<file path="config.mk">
export PLATFORM = sky130hd
export DESIGN_NAME = apb_bram_port
export DESIGN_NICKNAME = d
export VERILOG_FILES = /design/src/rtl/apb_bram_port.sv
export SDC_FILE = /design/constraint.sdc
export NUM_CORES = 1
export LEC_CHECK = 0
export CAP_MARGIN = 5
export CORE_MARGIN = 2
export CORE_UTILIZATION = 30
export CTS_CLUSTER_SIZE = 16
export DETAILED_ROUTE_END_ITERATION = 6
export PLACE_DENSITY = 0.69
export SLEW_MARGIN = 5
export SYNTH_ARGS = -nofsm -noshare
export SYNTH_HDL_FRONTEND = slang
export SYNTH_SLANG_ARGS = --single-unit
</file>
<file path="constraint.sdc">
create_clock -name clk_i -period 1.6 [get_ports clk_i]
set_clock_uncertainty 0.15 [all_clocks]
set_input_delay 0.24 -clock clk_i [delete_from_list [all_inputs] [get_ports clk_i]]
set_output_delay 0.24 -clock clk_i [all_outputs]
set_load 0.1 [all_outputs]
</file>
<file path="src/rtl/apb_bram_port.sv">
// APB4 completer driving a single synchronous RAM port with one-cycle read latency.
// Handles word decode, misaligned/out-of-range errors and registered APB responses.
module apb_bram_port #(
  parameter int unsigned APB_ADDR_WIDTH = 32,
  parameter int unsigned DATA_WIDTH     = 32,
  parameter int unsigned MEM_ADDR_WIDTH = 10
) (
  input  logic                      clk_i,
  input  logic                      rst_ni,
  input  logic                      apb_psel_i,
  input  logic                      apb_penable_i,
  input  logic                      apb_pwrite_i,
  input  logic [APB_ADDR_WIDTH-1:0] apb_paddr_i,
  input  logic [DATA_WIDTH-1:0]     apb_pwdata_i,
  input  logic [DATA_WIDTH/8-1:0]   apb_pstrb_i,
  output logic                      apb_pready_o,
  output logic [DATA_WIDTH-1:0]     apb_prdata_o,
  output logic                      apb_pslverr_o,
  output logic                      mem_req_o,
  output logic                      mem_we_o,
  output logic [DATA_WIDTH/8-1:0]   mem_be_o,
  output logic [MEM_ADDR_WIDTH-1:0] mem_addr_o,
  output logic [DATA_WIDTH-1:0]     mem_wdata_o,
  input  logic [DATA_WIDTH-1:0]     mem_rdata_i
);

  localparam int unsigned StrbWidth = DATA_WIDTH / 8;
  localparam int unsigned OffWidth  = $clog2(StrbWidth);
  localparam int unsigned FieldTop  = MEM_ADDR_WIDTH + OffWidth;
  localparam logic [APB_ADDR_WIDTH-1:0] OffMask = APB_ADDR_WIDTH'((1 << OffWidth) - 1);

  typedef enum logic [1:0] {StIdle, StRdWait, StResp} state_e;

  state_e                state_q, state_d;
  logic                  ready_q, ready_d;
  logic                  slverr_q, slverr_d;
  logic [DATA_WIDTH-1:0] rdata_q, rdata_d;

  logic access;
  logic misaligned;
  logic out_of_range;
  logic addr_err;

  assign access       = apb_psel_i & apb_penable_i;
  assign misaligned   = |(apb_paddr_i & OffMask);
  assign out_of_range = |(apb_paddr_i >> FieldTop);
  assign addr_err     = misaligned | out_of_range;

  // Only IDLE issues a request, so a master holding its signals gets exactly one RAM access.
  // Reset also gates it so a held access phase cannot reach the RAM while in reset.
  assign mem_req_o   = rst_ni & (state_q == StIdle) & access & ~addr_err;
  assign mem_we_o    = apb_pwrite_i;
  assign mem_be_o    = apb_pwrite_i ? apb_pstrb_i : {StrbWidth{1'b1}};
  assign mem_addr_o  = apb_paddr_i[FieldTop-1 -: MEM_ADDR_WIDTH];
  assign mem_wdata_o = apb_pwdata_i;

  always_comb begin
    state_d  = state_q;
    ready_d  = 1'b0;
    slverr_d = 1'b0;
    rdata_d  = rdata_q;
    unique case (state_q)
      StIdle: begin
        if (access) begin
          if (addr_err) begin
            ready_d  = 1'b1;
            slverr_d = 1'b1;
            rdata_d  = '0;
            state_d  = StResp;
          end else if (apb_pwrite_i) begin
            ready_d = 1'b1;
            state_d = StResp;
          end else begin
            state_d = StRdWait;
          end
        end
      end
      StRdWait: begin
        rdata_d = mem_rdata_i;
        ready_d = 1'b1;
        state_d = StResp;
      end
      StResp: begin
        state_d = StIdle;
      end
      default: begin
        state_d = StIdle;
      end
    endcase
  end

  always_ff @(posedge clk_i or negedge rst_ni) begin
    if (!rst_ni) begin
      state_q  <= StIdle;
      ready_q  <= 1'b0;
      slverr_q <= 1'b0;
      rdata_q  <= '0;
    end else begin
      state_q  <= state_d;
      ready_q  <= ready_d;
      slverr_q <= slverr_d;
      rdata_q  <= rdata_d;
    end
  end

  assign apb_pready_o  = ready_q;
  assign apb_pslverr_o = slverr_q;
  assign apb_prdata_o  = rdata_q;

endmodule

</file>
==> results.rst, run 1 <==
.. list-table::
   :header-rows: 1

   * - Metric
     - Value
   * - Flop and latch count out of synthesis
     - 36
   * - Worst slew pin tran
     - 0.462 ns
   * - Max-cap viol count
     - 0
   * - Global-route congestion overflow total
     - 0
   * - Arr. time, crit path
     - 1.48 ns
   * - Clock Sink Count
     - 36
   * - Failing checks
     - negative setup slack
   * - Highest clock frequency the design can meet
     - 535 MHz
   * - Cell chosen for the clock root
     - sky130_fd_sc_hd__clkbuf_8
   * - Vertical die dimension
     - 94.4 µm
   * - Part of the cycle the worst path needs
     - 117%
   * - Via count of the first global-routing pass
     - 2269
   * - Final count of pins violating max slew
     - 0
   * - Initial antenna violation count
     - 0
   * - Floorplan die area
     - 8900 µm²
   * - Crit Path Class
     - reg -> out
   * - Core region area
     - 7810 µm²
   * - Kind of end point of the critical path
     - primary output
   * - Clock slew at the register clock pins of the worst setup and hold paths
     - 0.08 ns
   * - Initial core utilization
     - 31.4%
   * - Compound-cell area share of the yosys netlist
     - between 10% and 20%
   * - Post-synthesis mux area share
     - 0%
   * - Gr usage total
     - between 15 and 20%
   * - Number of placed instances with taps included
     - 403
   * - Area share of fa/ha/maj cells after synthesis
     - 0%
   * - XOR/XNOR Fraction of Synth Area
     - 0%
   * - Worst skew pair latency
     - around 0.28 ns
   * - Least setup slack across all paths after layout
     - -0.269 ns
   * - Critical path data required time
     - 1.21 ns
   * - Final HPWL DP
     - 4.49 mm
   * - Number of DRC violations after detailed routing
     - 0
   * - Cell area after technology mapping
     - 2450 µm²
   * - TritonCTS clock tree
     - done
   * - Number of H-tree levels
     - 2
   * - Setup total negative slack
     - -2.91 ns
   * - Power Density
     - 488 nW/µm²
   * - Final setup viols
     - 37
   * - Via/cell ratio
     - 5.21
   * - Port buffer count
     - 102
   * - Post-layout min period
     - 1.87 ns
   * - Synthesis-to-finish area growth
     - 64.1%
   * - Number of distinct library cells after synthesis
     - 23
   * - Net Count, Synth
     - roughly 360
   * - Largest net degree at the start of global routing
     - 40
   * - IO Pins
     - 187
   * - Register area
     - 901 µm²
   * - Final hold violations
     - 0
   * - DR pass1 iterations
     - 6
   * - Max Root-Sink Buffers
     - 2
   * - DRT iter0 DRCs
     - 75
   * - Leakage power total
     - ~1.7 nW
   * - Antenna Violating Nets Remaining
     - 0
   * - Count of filler cells inserted in the layout
     - roughly 710
   * - Multi-input gate area in the final layout
     - 1190 µm²
   * - Total via count after detailed routing
     - ~2200
   * - Avg Cell Area, Syn
     - 9.65 µm²
   * - Hold Path Class
     - in -> out
   * - Average wire per cell in the routed design
     - 16.5 µm
   * - Combinational family with the most area after synthesis
     - simple AND/OR/NAND/NOR gates
   * - Layout cell share with drive strength beyond 1
     - 32.9%
   * - Yosys warnings
     - 0
   * - Wire length reported by the detailed router
     - 6.93 mm
   * - Peak supply drop
     - 0.280 mV
   * - Total inserted antenna cells
     - 0
   * - Die Wd
     - 94.4 µm
   * - First-pass GRT wire length
     - between 10 and 15 mm
   * - Synthesized instance count
     - about 250
   * - Worst rel slew slack
     - 69.2%
   * - Post-Place Setup Slack
     - -0.489 ns
   * - Nets
     - 423
   * - Post-Synth Simple-Gate Area
     - 28.3%
   * - Cell row count
     - 32
   * - Critical path fanouts, max
     - 2
   * - Critical Path Source Type
     - flop
   * - Post-synthesis sequential area ratio
     - a little under two fifths
   * - Placer's final routability congestion estimate
     - approximately 0.66
   * - Total clock buffers created by CTS
     - 5
   * - Run status
     - complete, but fails checks
   * - Final non-filler cell total
     - 421
   * - Post-route worst hold slack
     - 0.330 ns
   * - Unrepaired setup endpoints after global routing
     - true
-- cells by family (layout without fill, tap and decap cells) --
kind of cell,Yosys count,count (layout)
simple gates,82,82
buf+inv,69,134
compound gates,67,67
flops,36,36
-- routing by layer --
| layer | share of wire [%] | up-vias | wire length [µm] | global-route usage [%] |
|---|---|---|---|---|
| met4 | 0.76 | 0 | 53 | 3.86 |
| met5 | 0 | - | 0 | 0 |
| met2 | 49 | 98 | 3410 | 26.4 |
| met3 | 7.6 | 10 | 526 | 4.55 |
| met1 | 42 | 1040 | 2940 | 20.2 |
| li1 | - | 1047 | - | - |
-- sequential cells by signal, summed over array words and instances (netlist names) --
name and flops:
state_q 2, apb_prdata_o 32, apb_pready_o 1, apb_pslverr_o 1
-- placed cells by master (no fill, tap or decap), drive strengths merged, types with 3 or more instances in the layout --
cell type / Yosys / routed
dfrtp: 36 / 36
o21ai: 32 / 32
nand2b: 5 / 5
clkdlybuf4s50: 0 / 40
buf: 61 / 63
clkdlybuf4s15: 0 / 6
nor4: 7 / 7
and3b: 32 / 32
dlygate4sd2: 0 / 10
dlymetal6s2s: 0 / 3
a31oi: 32 / 32
nand4: 33 / 33
clkbuf: 7 / 8
-- report_power, final --
group / leakage, nW / switching, W / total (W) / internal [W]
registers: 0.501 / 0.00000309 / 0.000917 / 0.000913
clock network: 0.0510 / 0.000323 / 0.000667 / 0.000344
logic: 1.19 / 0.000191 / 0.000381 / 0.000189
-- worst paths after layout --
kind,start,depth (start not counted),endpoint,slack [ns]
worst min-delay path,apb_paddr_i[3],0,mem_addr_o[1],0.33
worst max-delay path,state_q[1],4,mem_req_o,-0.27
worst min register to register,apb_prdata_o[14],2,apb_prdata_o[14],0.45
min in group asynchronous,rst_ni,3,apb_prdata_o[11],0.47
worst max register to register,state_q[1],5,state_q[1],-0.10
max in group asynchronous,rst_ni,3,apb_prdata_o[19],0.50
-- Yosys cell counts --
| library cell | number | area [µm²] |
|---|---|---|
| sky130_fd_sc_hd__a2bb2oi_1 | 2 | 17.5 |
| sky130_fd_sc_hd__a31oi_1 | 32 | 200 |
| sky130_fd_sc_hd__and3b_1 | 32 | 280 |
| sky130_fd_sc_hd__buf_1 | 2 | 7.51 |
| sky130_fd_sc_hd__buf_2 | 10 | 50.1 |
| sky130_fd_sc_hd__buf_4 | 46 | 345 |
| sky130_fd_sc_hd__buf_6 | 3 | 33.8 |
| sky130_fd_sc_hd__clkbuf_1 | 7 | 26.3 |
| sky130_fd_sc_hd__dfrtp_1 | 36 | 901 |
| sky130_fd_sc_hd__inv_1 | 1 | 3.75 |
| sky130_fd_sc_hd__nand2_1 | 1 | 3.75 |
| sky130_fd_sc_hd__nand2b_1 | 5 | 31.3 |
| sky130_fd_sc_hd__nand3b_4 | 1 | 20.0 |
| sky130_fd_sc_hd__nand4_1 | 32 | 200 |
| sky130_fd_sc_hd__nand4_4 | 1 | 21.3 |
| sky130_fd_sc_hd__nand4b_1 | 1 | 8.76 |
| sky130_fd_sc_hd__nor2_1 | 1 | 3.75 |
| sky130_fd_sc_hd__nor4_1 | 2 | 12.5 |
| sky130_fd_sc_hd__nor4_4 | 5 | 106 |
| sky130_fd_sc_hd__o21ai_0 | 2 | 10.0 |
| sky130_fd_sc_hd__o21ai_1 | 30 | 150 |
| sky130_fd_sc_hd__o21ba_1 | 1 | 10.0 |
| sky130_fd_sc_hd__or2_2 | 1 | 6.26 |
-- through the flow --
| step | total power, W | instance area, µm² | utilization, % |
|---|---|---|---|
| after global placement | 0.00132 | 3670 | 47.1 |
| after CTS | 0.00200 | 3950 | 50.6 |
| after floorplan | 0.00157 | 2460 | - |
| after detailed placement | 0.00133 | 3670 | 47.1 |
| after global routing | 0.00206 | 4020 | 51.5 |
| final | 0.00196 | 4020 | 51.5 |
-- cell type report --
class,count,area share [%]
clock inverter,2,0.249
clock buffer,6,2.05
timing repair buffer,125,42.4
multi-input combinational,149,29.6
sequential,36,22.4
tap,102,3.17
inverter,1,0.0934
-- critical path, cell delays in order, from the launching register on --
cell and delay, ns:
sky130_fd_sc_hd__dfrtp_1 0.38, sky130_fd_sc_hd__nand3b_4 0.16, sky130_fd_sc_hd__or2_4 0.25, sky130_fd_sc_hd__nor4_4 0.18, sky130_fd_sc_hd__buf_12 0.21
-- what timing repair did --
action | in CTS | in global routing
buffers inserted | 4 | 3
hold endpoints to repair | 36 | 0
hold buffers | 1 | 0
setup endpoints to repair | 23 | 36
resized for setup | 47 | 19
pin swaps | 7 | 3
gates cloned | 3 | 0
Power figures use the tool's default switching activity.
==> run 2: changes to the inputs <==
ABC_AREA = 1   (was unset)
CELL_PAD_IN_SITES_DETAIL_PLACEMENT = 1   (was unset)
CELL_PAD_IN_SITES_GLOBAL_PLACEMENT = 2   (was unset)
CORE_UTILIZATION = 14   (was 30)
PLACE_DENSITY = 0.76   (was 0.69)
REMOVE_ABC_BUFFERS = 1   (was unset)
==> run 2 against run 1 <==
Worst setup slack better by 0.21 ns. Die area up 62%. Highest routed layer is now met5. The run still ends with negative setup slack left. Final area down 14%. Final cell count up 14%. Clock power up 50%. Critical path type unchanged. Worst hold slack worse by 0.015 ns. Maximum frequency up 13%. Core utilization down 25 points. Sequential share of layout area up 3.7 points. Largest cell class unchanged. Total power up 15%.
==> results.rst, run 2 <==
.. list-table::
   :header-rows: 1

   * - Metric
     - Value
   * - Least setup slack across all paths after layout
     - -0.0565 ns (+0.212 ns)
   * - Cell internal pwr
     - 0.00172 W (+19%)
   * - Number of H-tree levels
     - 2 (unchanged)
   * - Register area
     - 901 µm² (unchanged)
   * - Port buffer count
     - 102 (unchanged)
   * - Max Root-Sink Buffers
     - 2 (unchanged)
   * - Antenna Violating Nets Remaining
     - 0 (unchanged)
   * - DRT iter0 DRCs
     - 32 (-57%)
   * - Final HPWL DP
     - 6.25 mm (+39%)
   * - Crit Path Class
     - reg -> out
   * - First-pass GRT wire length
     - 11.8 mm (+4.9%)
   * - Flop and latch count out of synthesis
     - 36 (unchanged)
   * - Post-route worst hold slack
     - 0.315 ns (-0.0147 ns)
   * - Critical path data required time
     - 1.21 ns (about the same)
   * - Worst rel slew slack
     - 65.8% (-3.4 points)
   * - Total via count after detailed routing
     - 1777 (-19%)
   * - Synthesis-to-finish area growth
     - 82.5%
   * - Critical Path Source Type
     - flop
   * - Die Wd
     - 120 µm (+27%)
   * - Setup total negative slack
     - -0.0565 ns (+2.86 ns)
   * - Clock slew at the register clock pins of the worst setup and hold paths
     - 0.05 ns (-0.03 ns)
   * - Core region area
     - 13200 µm² (+69%)
   * - Fraction of registers with async set or reset after synthesis
     - 100% (unchanged)
   * - Cell row count
     - 42 (+31%)
   * - Nets
     - 408 (-3.5%)
   * - Power Density
     - 656 nW/µm² (+34%)
   * - Clock Sink Count
     - 36 (unchanged)
   * - Leakage power total
     - 1.65 nW (-5.3%)
   * - Total inserted antenna cells
     - 0 (unchanged)
   * - Top flip-flop cell by instance count after synthesis
     - sky130_fd_sc_hd__dfrtp_1
   * - Worst R2R Setup Slack
     - 0.15 ns (+0.25 ns)
   * - Number of flip-flops under the largest register name
     - 32 (unchanged)
   * - Most frequent cells after synthesis
     - sky130_fd_sc_hd__nand2_1, sky130_fd_sc_hd__buf_4, sky130_fd_sc_hd__dfrtp_1, sky130_fd_sc_hd__nand3_1, sky130_fd_sc_hd__nor2_1
   * - IO Pins
     - 187 (unchanged)
   * - Last element of the critical path
     - mem_req_o
   * - Avg Cell Area, Syn
     - 8.28 µm² (-14%)
   * - Hold Path Class
     - in -> reg
   * - Reported net switching power
     - 0.000541 W (+4.6%)
   * - Cell area after technology mapping
     - 1890 µm² (-23%)
   * - Min-Delay Path Depth
     - 5 (+5)
   * - Synthesized instance count
     - 228 (-10%)
   * - Most instantiated library cell after synthesis
     - sky130_fd_sc_hd__nand2_1
   * - Library cell occupying the most area in the post-synthesis netlist
     - sky130_fd_sc_hd__dfrtp_1
   * - Number of cells traversed by the worst register-to-register path
     - 8 (+3)
   * - Critical path fanouts, max
     - 2 (unchanged)
   * - Final count of pins violating max slew
     - 0 (unchanged)
   * - Post-layout min period
     - 1.66 ns (-0.212 ns)
   * - Gr usage total
     - 11.1% (-4.7 points)
   * - Switching share of power
     - 23.9% (-2.4 points)
   * - Launch point of the worst reg-to-reg path
     - state_q[1]
   * - Max-cap viol count
     - 0 (unchanged)
   * - Worst skew pair latency
     - 0.28 ns (about the same)
   * - Average wire per cell in the routed design
     - 16.6 µm (+0.73%)
   * - Worst slew pin tran
     - 0.514 ns (+0.0515 ns)
   * - Run status
     - complete, but fails checks
   * - Failing checks
     - negative setup slack
   * - Initial antenna violation count
     - 0 (unchanged)
   * - TritonCTS clock tree
     - done
   * - Initial core utilization
     - 14.3% (-17 points)
   * - Leading cell types in the layout, fill and taps excluded
     - sky130_fd_sc_hd__nand2_1, sky130_fd_sc_hd__buf_12, sky130_fd_sc_hd__clkdlybuf4s50_1
   * - Count of filler cells inserted in the layout
     - 1532 (+110%)
   * - Unrepaired setup endpoints after global routing
     - true
   * - DR pass1 iterations
     - 4 (-2)
   * - Most frequent standard cell in the layout excluding fill and tap cells
     - sky130_fd_sc_hd__nand2_1
   * - Final setup viols
     - 1 (-97%)
   * - Total clock buffers created by CTS
     - 5 (unchanged)
   * - Floorplan die area
     - 14400 µm² (+62%)
   * - Number of distinct library cells after synthesis
     - 16 (-30%)
   * - Global-route congestion overflow total
     - 0 (unchanged)
   * - Placer's final routability congestion estimate
     - 0.630 (-5.1%)
   * - Peak supply drop
     - 0.327 mV (+17%)
   * - Number of DRC violations after detailed routing
     - 0 (unchanged)
   * - Cell chosen for the clock root
     - sky130_fd_sc_hd__clkbuf_16
   * - Area share of the largest cell type after synthesis
     - 47.7% (+11 points)
   * - EDFF count, synth
     - 0 (unchanged)
   * - Largest net degree at the start of global routing
     - 37 (-7.5%)
   * - Largest cells by area after synthesis
     - sky130_fd_sc_hd__dfrtp_1, sky130_fd_sc_hd__buf_4, sky130_fd_sc_hd__nand2_1
   * - Setup crit start
     - state_q[1]
   * - Yosys warnings
     - 0 (unchanged)
   * - Highest clock frequency the design can meet
     - 604 MHz (+13%)
   * - Kind of end point of the critical path
     - primary output
   * - Arr. time, crit path
     - 1.27 ns (-0.21 ns)
   * - Logic gate share of total power
     - 15.2% (-4.2 points)
   * - Power, Total
     - 0.00226 W (+15%)
   * - Via/cell ratio
     - 3.70 (-29%)
   * - Part of the cycle the worst path needs
     - 104% (-13 points)
   * - Via count of the first global-routing pass
     - 1951 (-14%)
   * - Final hold violations
     - 0 (unchanged)
   * - Clock power share
     - 44.2% (+10 points)
   * - Multi-input gate area in the final layout
     - 599 µm² (-50%)
   * - Reg power frac
     - 40.6% (-6.1 points)
   * - Layout cell share with drive strength beyond 1
     - 25.7% (-7.3 points)
   * - Wire length reported by the detailed router
     - 7.96 mm (+15%)
   * - Post-synthesis sequential area ratio
     - 47.7% (+11 points)
   * - Vertical die dimension
     - 120 µm (+27%)
   * - FF-to-FF End
     - apb_prdata_o[13]
## run 2: area by class of cell
type	count	area share (%)
Clock buffer	8	4.25
Sequential cell	36	26.1
Inverter	8	0.871
Multi-Input combinational cell	132	17.4
Timing Repair Buffer	120	45.0
Tap cell	176	6.39
## run 2: cell families (layout without fill, tap and decap cells)
kind of cell           Yosys count  count (layout)  synth area share [%]
buffers and inverters           60             136                  22.0
AO/OA/AOI/OAI                    1               1                 0.265
flip-flops                      36              36                  47.7
AND/OR/NAND/NOR                131             131                  30.0
## run 2: power by group through the flow
stage	Combinational (W)	Sequential, W	Clock, W
finish	0.000343	0.000918	0.00100
global route	0.000366	0.000918	0.00109
CTS	0.000347	0.000918	0.00105
detailed placement	0.000355	0.000934	0
global placement	0.000351	0.000934	0
floorplan	0.0000691	0.000953	0
## run 2: what timing repair did
| action | 4_1_cts | 5_1_grt |
|---|---|---|
| buffers inserted | 4 | 1 |
| gates resized for setup | 32 | 1 |
| pin swaps | 23 | 1 |
| endpoints found under the hold margin | 35 | 0 |
| setup endpoints to repair | 1 | 1 |
| hold buffers | 1 | 0 |
## run 2: per-layer routing
metal	share of wire [%]	global-route usage [%]	wire (µm)	vias to the layer above
met5	1.7	7.35	133	-
met4	0.68	2.35	54	4
li1	-	-	-	810
met1	38	12.0	3010	825
met3	19	10.7	1530	9
met2	41	15.0	3240	129
## run 2: critical path, stage by stage (launching register included)
cell,delay [ns]
sky130_fd_sc_hd__dfrtp_1,0.38
sky130_fd_sc_hd__nor2_2,0.14
sky130_fd_sc_hd__nand2_2,0.07
sky130_fd_sc_hd__inv_2,0.06
sky130_fd_sc_hd__nand2_2,0.05
sky130_fd_sc_hd__nor2_4,0.10
sky130_fd_sc_hd__buf_12,0.18
## run 2: worst min path at each step
stage,startpoint,endpoint
floorplan,rst_ni,apb_prdata_o[0]
global placement,rst_ni,apb_prdata_o[19]
detailed placement,rst_ni,apb_prdata_o[5]
CTS,apb_pwdata_i[2],mem_wdata_o[2]
global route,apb_pwdata_i[4],mem_wdata_o[4]
finish,apb_psel_i,state_q[0]
## run 2: per-stage QoR
step / utilization, % / std cells / worst slack [ns] / area, µm²
floorplan: - / 176 / -0.864 / 1500
global placement: 24.7 / 466 / -0.299 / 3260
detailed placement: 24.7 / 466 / -0.316 / 3260
CTS: 26.0 / 479 / -0.0742 / 3440
global route: 26.1 / 480 / -0.129 / 3450
finish: 26.1 / 480 / -0.0565 / 3450
==> run 3: changes to the inputs <==
--- a/config.mk
+++ b/config.mk
@@ -16,4 +16,5 @@
 export PLACE_DENSITY = 0.76
 export REMOVE_ABC_BUFFERS = 1
+export SKIP_CTS_REPAIR_TIMING = 1
 export SLEW_MARGIN = 5
 export SYNTH_ARGS = -nofsm -noshare
==> constraint.sdc (replaced) <==
create_clock -name clk_i -period 1.6 [get_ports clk_i]
set_clock_uncertainty 0.15 [all_clocks]
set_input_delay 0.32 -clock clk_i [delete_from_list [all_inputs] [get_ports clk_i]]
set_output_delay 0.32 -clock clk_i [all_outputs]
set_load 0.1 [all_outputs]
==> run 3 against run 2 <==
The run still ends with negative setup slack left. Non-clock buffer count decreased by 5. Sequential share of layout area decreased by 0.47 points. Maximum frequency decreased by 4.0%. Count of clock-buffer cells in the layout unchanged. Largest cell class unchanged. Largest power group unchanged. Highest routed layer unchanged.
==> results.rst, run 3 (synthesized netlist as in run 2, its figures left out) <==
.. list-table::
   :header-rows: 1

   * - Metric
     - Value
   * - Run status
     - complete, but fails checks
   * - Failing checks
     - negative setup slack
   * - Layout cell share with drive strength beyond 1
     - 25.4% (-0.24 points)
   * - Synthesis-to-finish area growth
     - 85.8%
   * - Vertical die dimension
     - 120 µm (unchanged)
   * - Most frequent standard cell in the layout excluding fill and tap cells
     - sky130_fd_sc_hd__nand2_1
   * - Number of buffer and inverter stages on the critical path
     - 2 (unchanged)
   * - Total clock buffers created by CTS
     - 5 (unchanged)
   * - Worst slew pin tran
     - 0.516 ns (+0.00272 ns)
   * - Final hold violations
     - 0 (unchanged)
   * - Die Wd
     - 120 µm (unchanged)
   * - Antenna Violating Nets Remaining
     - 0 (unchanged)
   * - Number of flip-flops under the largest register name
     - 32 (unchanged)
   * - Cell Chain, Critical Path
     - nor2_4 > nand2_2 > inv_2 > nand2_2 > nor2_4 > buf_12
   * - Total via count after detailed routing
     - 1776 (-0.056%)
   * - Worst skew pair latency
     - 0.27 ns (about the same)
   * - Critical path fanouts, max
     - 2 (unchanged)
   * - Crit Path Class
     - reg -> out
   * - First-pass GRT wire length
     - 11.8 mm (+0.30%)
   * - Via/cell ratio
     - 3.74 (+1.0%)
   * - Wire length reported by the detailed router
     - 8.00 mm (+0.50%)
   * - Launch point of the worst reg-to-reg path
     - state_q[1]
   * - Switching share of power
     - 24.0% (about the same)
   * - Peak supply drop
     - 0.234 mV (-28%)
   * - Leading cell types in the layout, fill and taps excluded
     - sky130_fd_sc_hd__nand2_1, sky130_fd_sc_hd__buf_12, sky130_fd_sc_hd__dfrtp_1, sky130_fd_sc_hd__clkdlybuf4s50_1, sky130_fd_sc_hd__nand3_1
   * - Hold Path Class
     - in -> async
   * - Worst rel slew slack
     - 65.6% (-0.18 points)
   * - Power Density
     - 646 nW/µm² (-1.6%)
   * - Largest net degree at the start of global routing
     - 37 (unchanged)
   * - Arr. time, crit path
     - 1.26 ns (about the same)
   * - Final HPWL DP
     - 6.27 mm (+0.36%)
   * - Number of cells traversed by the worst register-to-register path
     - 6 (-2)
   * - Count of filler cells inserted in the layout
     - 1508 (-1.6%)
   * - Clock power share
     - 44.2% (about the same)
   * - Core region area
     - 13200 µm² (unchanged)
   * - Highest clock frequency the design can meet
     - 580 MHz (-4.0%)
   * - Clock Sink Count
     - 36 (unchanged)
   * - Number of DRC violations after detailed routing
     - 0 (unchanged)
   * - TritonCTS clock tree
     - done
   * - Placer's final routability congestion estimate
     - 0.626 (-0.59%)
   * - Critical Path Source Type
     - flop
   * - Part of the cycle the worst path needs
     - 108% (+4.3 points)
   * - Cell type group with the largest total delay on the critical path
     - flip-flops
   * - Kind of end point of the critical path
     - primary output
   * - Floorplan die area
     - 14400 µm² (unchanged)
   * - Cell row count
     - 42 (unchanged)
   * - Max Root-Sink Buffers
     - 2 (unchanged)
   * - Reported net switching power
     - 0.000543 W (+0.26%)
   * - Logic gate share of total power
     - 15.2% (about the same)
   * - Leakage power total
     - 1.82 nW (+10%)
   * - Nets
     - 403 (-1.2%)
   * - Port buffer count
     - 102 (unchanged)
   * - Unrepaired setup endpoints after global routing
     - true
   * - Least setup slack across all paths after layout
     - -0.125 ns (-0.0687 ns)
   * - Delay of the slowest cell on the worst path
     - 0.41 ns (+0.03 ns)
   * - Global-route congestion overflow total
     - 0 (unchanged)
   * - Final count of pins violating max slew
     - 0 (unchanged)
   * - Via count of the first global-routing pass
     - 1984 (+1.7%)
   * - Slowest library cell on the worst path
     - sky130_fd_sc_hd__dfrtp_1
   * - Final setup viols
     - 1 (unchanged)
   * - Critical path data required time
     - 1.13 ns (-0.08 ns)
   * - IO Pins
     - 187 (unchanged)
   * - Initial core utilization
     - 14.3% (unchanged)
   * - Clock slew at the register clock pins of the worst setup and hold paths
     - 0.06 ns (about the same)
   * - Cell internal pwr
     - 0.00172 W (+0.15%)
   * - Initial antenna violation count
     - 0 (unchanged)
   * - FF-to-FF End
     - apb_prdata_o[3]
   * - Average wire per cell in the routed design
     - 16.8 µm (+1.6%)
   * - Total inserted antenna cells
     - 0 (unchanged)
   * - Cell chosen for the clock root
     - sky130_fd_sc_hd__clkbuf_16
   * - Reg power frac
     - 40.6% (about the same)
   * - Post-route worst hold slack
     - 0.0415 ns (-0.274 ns)
   * - DR pass1 iterations
     - 4 (unchanged)
   * - Post-layout min period
     - 1.73 ns (+0.0687 ns)
   * - Gr usage total
     - 11.1% (-0.066 points)
   * - Worst R2R Setup Slack
     - 0.19 ns (+0.04 ns)
   * - Number of H-tree levels
     - 2 (unchanged)
   * - DRT iter0 DRCs
     - 34 (+6.3%)
   * - Post-Route Utilization
     - 26.6% (+0.47 points)
   * - Max-cap viol count
     - 0 (unchanged)
## run 3: cell types whose count changed in the layout (fill, tap and decap cells not counted)
cell                              before  now
sky130_fd_sc_hd__dlygate4sd2_1        24    0
sky130_fd_sc_hd__nand2_1              77   75
sky130_fd_sc_hd__or2_0                 1    0
sky130_fd_sc_hd__dlymetal6s2s_1        0   25
sky130_fd_sc_hd__or2_1                 0    1
sky130_fd_sc_hd__dlygate4sd3_1         1    0
sky130_fd_sc_hd__nor2_2                4    3
sky130_fd_sc_hd__buf_4                15   11
sky130_fd_sc_hd__nor2_4                2    3
sky130_fd_sc_hd__nand2_2               2    4
sky130_fd_sc_hd__clkdlybuf4s50_1      37   36
## run 3: worst max path at each step
stage | startpoint | to | slack [ns] | depth (start not counted)
after global routing | state_q[1] | mem_req_o | -0.20 | 6
after CTS | apb_paddr_i[1] | mem_req_o | -0.47 | 6
final | state_q[1] | mem_req_o | -0.13 | 6
after global placement | apb_paddr_i[1] | mem_req_o | -0.46 | 6
after floorplan | state_q[1] | mem_req_o | -0.94 | 5
after detailed placement | apb_paddr_i[1] | mem_req_o | -0.45 | 6
## run 3: metrics by stage
step | worst slack [ns] | total power [W] | instance area (µm²) | std cells | setup TNS, ns
2_1_floorplan | -0.944 | 0.00102 | 1500 | 176 | -29.14
4_1_cts | -0.474 | 0.00233 | 3410 | 474 | -2.98
3_5_place_dp | -0.454 | 0.00129 | 3260 | 466 | -13.05
3_3_place_gp | -0.460 | 0.00129 | 3260 | 466 | -12.69
5_1_grt | -0.196 | 0.00238 | 3510 | 475 | -0.196
6_report | -0.125 | 0.00227 | 3510 | 475 | -0.125
## run 3: power by group through the flow
stage,combinational (W),clock [W],sequential (W)
final,0.000345,0.00100,0.000919
after global routing,0.000369,0.00109,0.000918
after CTS,0.000354,0.00106,0.000918
after detailed placement,0.000353,0,0.000934
after global placement,0.000351,0,0.000934
after floorplan,0.0000691,0,0.000953
## run 3: layout make-up
type / instances / area (µm²) / area share (%)
timing repair buffer: 115 / 1600 / 45.6
sequential: 36 / 901 / 25.7
multi-input combinational: 132 / 609 / 17.4
tap: 176 / 220 / 6.28
clock buffer: 8 / 146 / 4.17
inverter: 8 / 30.0 / 0.856
## run 3: worst reg2reg max path: cells and delay by family, from the launching register on
family,cells,cell delay [ns]
AND/OR/NAND/NOR,3,0.30
flip-flops,1,0.41
buffers and inverters,3,0.45
## run 3: per-layer routing
metal,share of wire (%),wire (µm),track usage [%],up-vias
li1,-,-,-,800
met1,37,2980,11.9,832
met2,42,3320,15.1,128
met3,19,1490,10.6,10
met4,0.46,37,1.91,6
met5,2.1,166,9.19,-
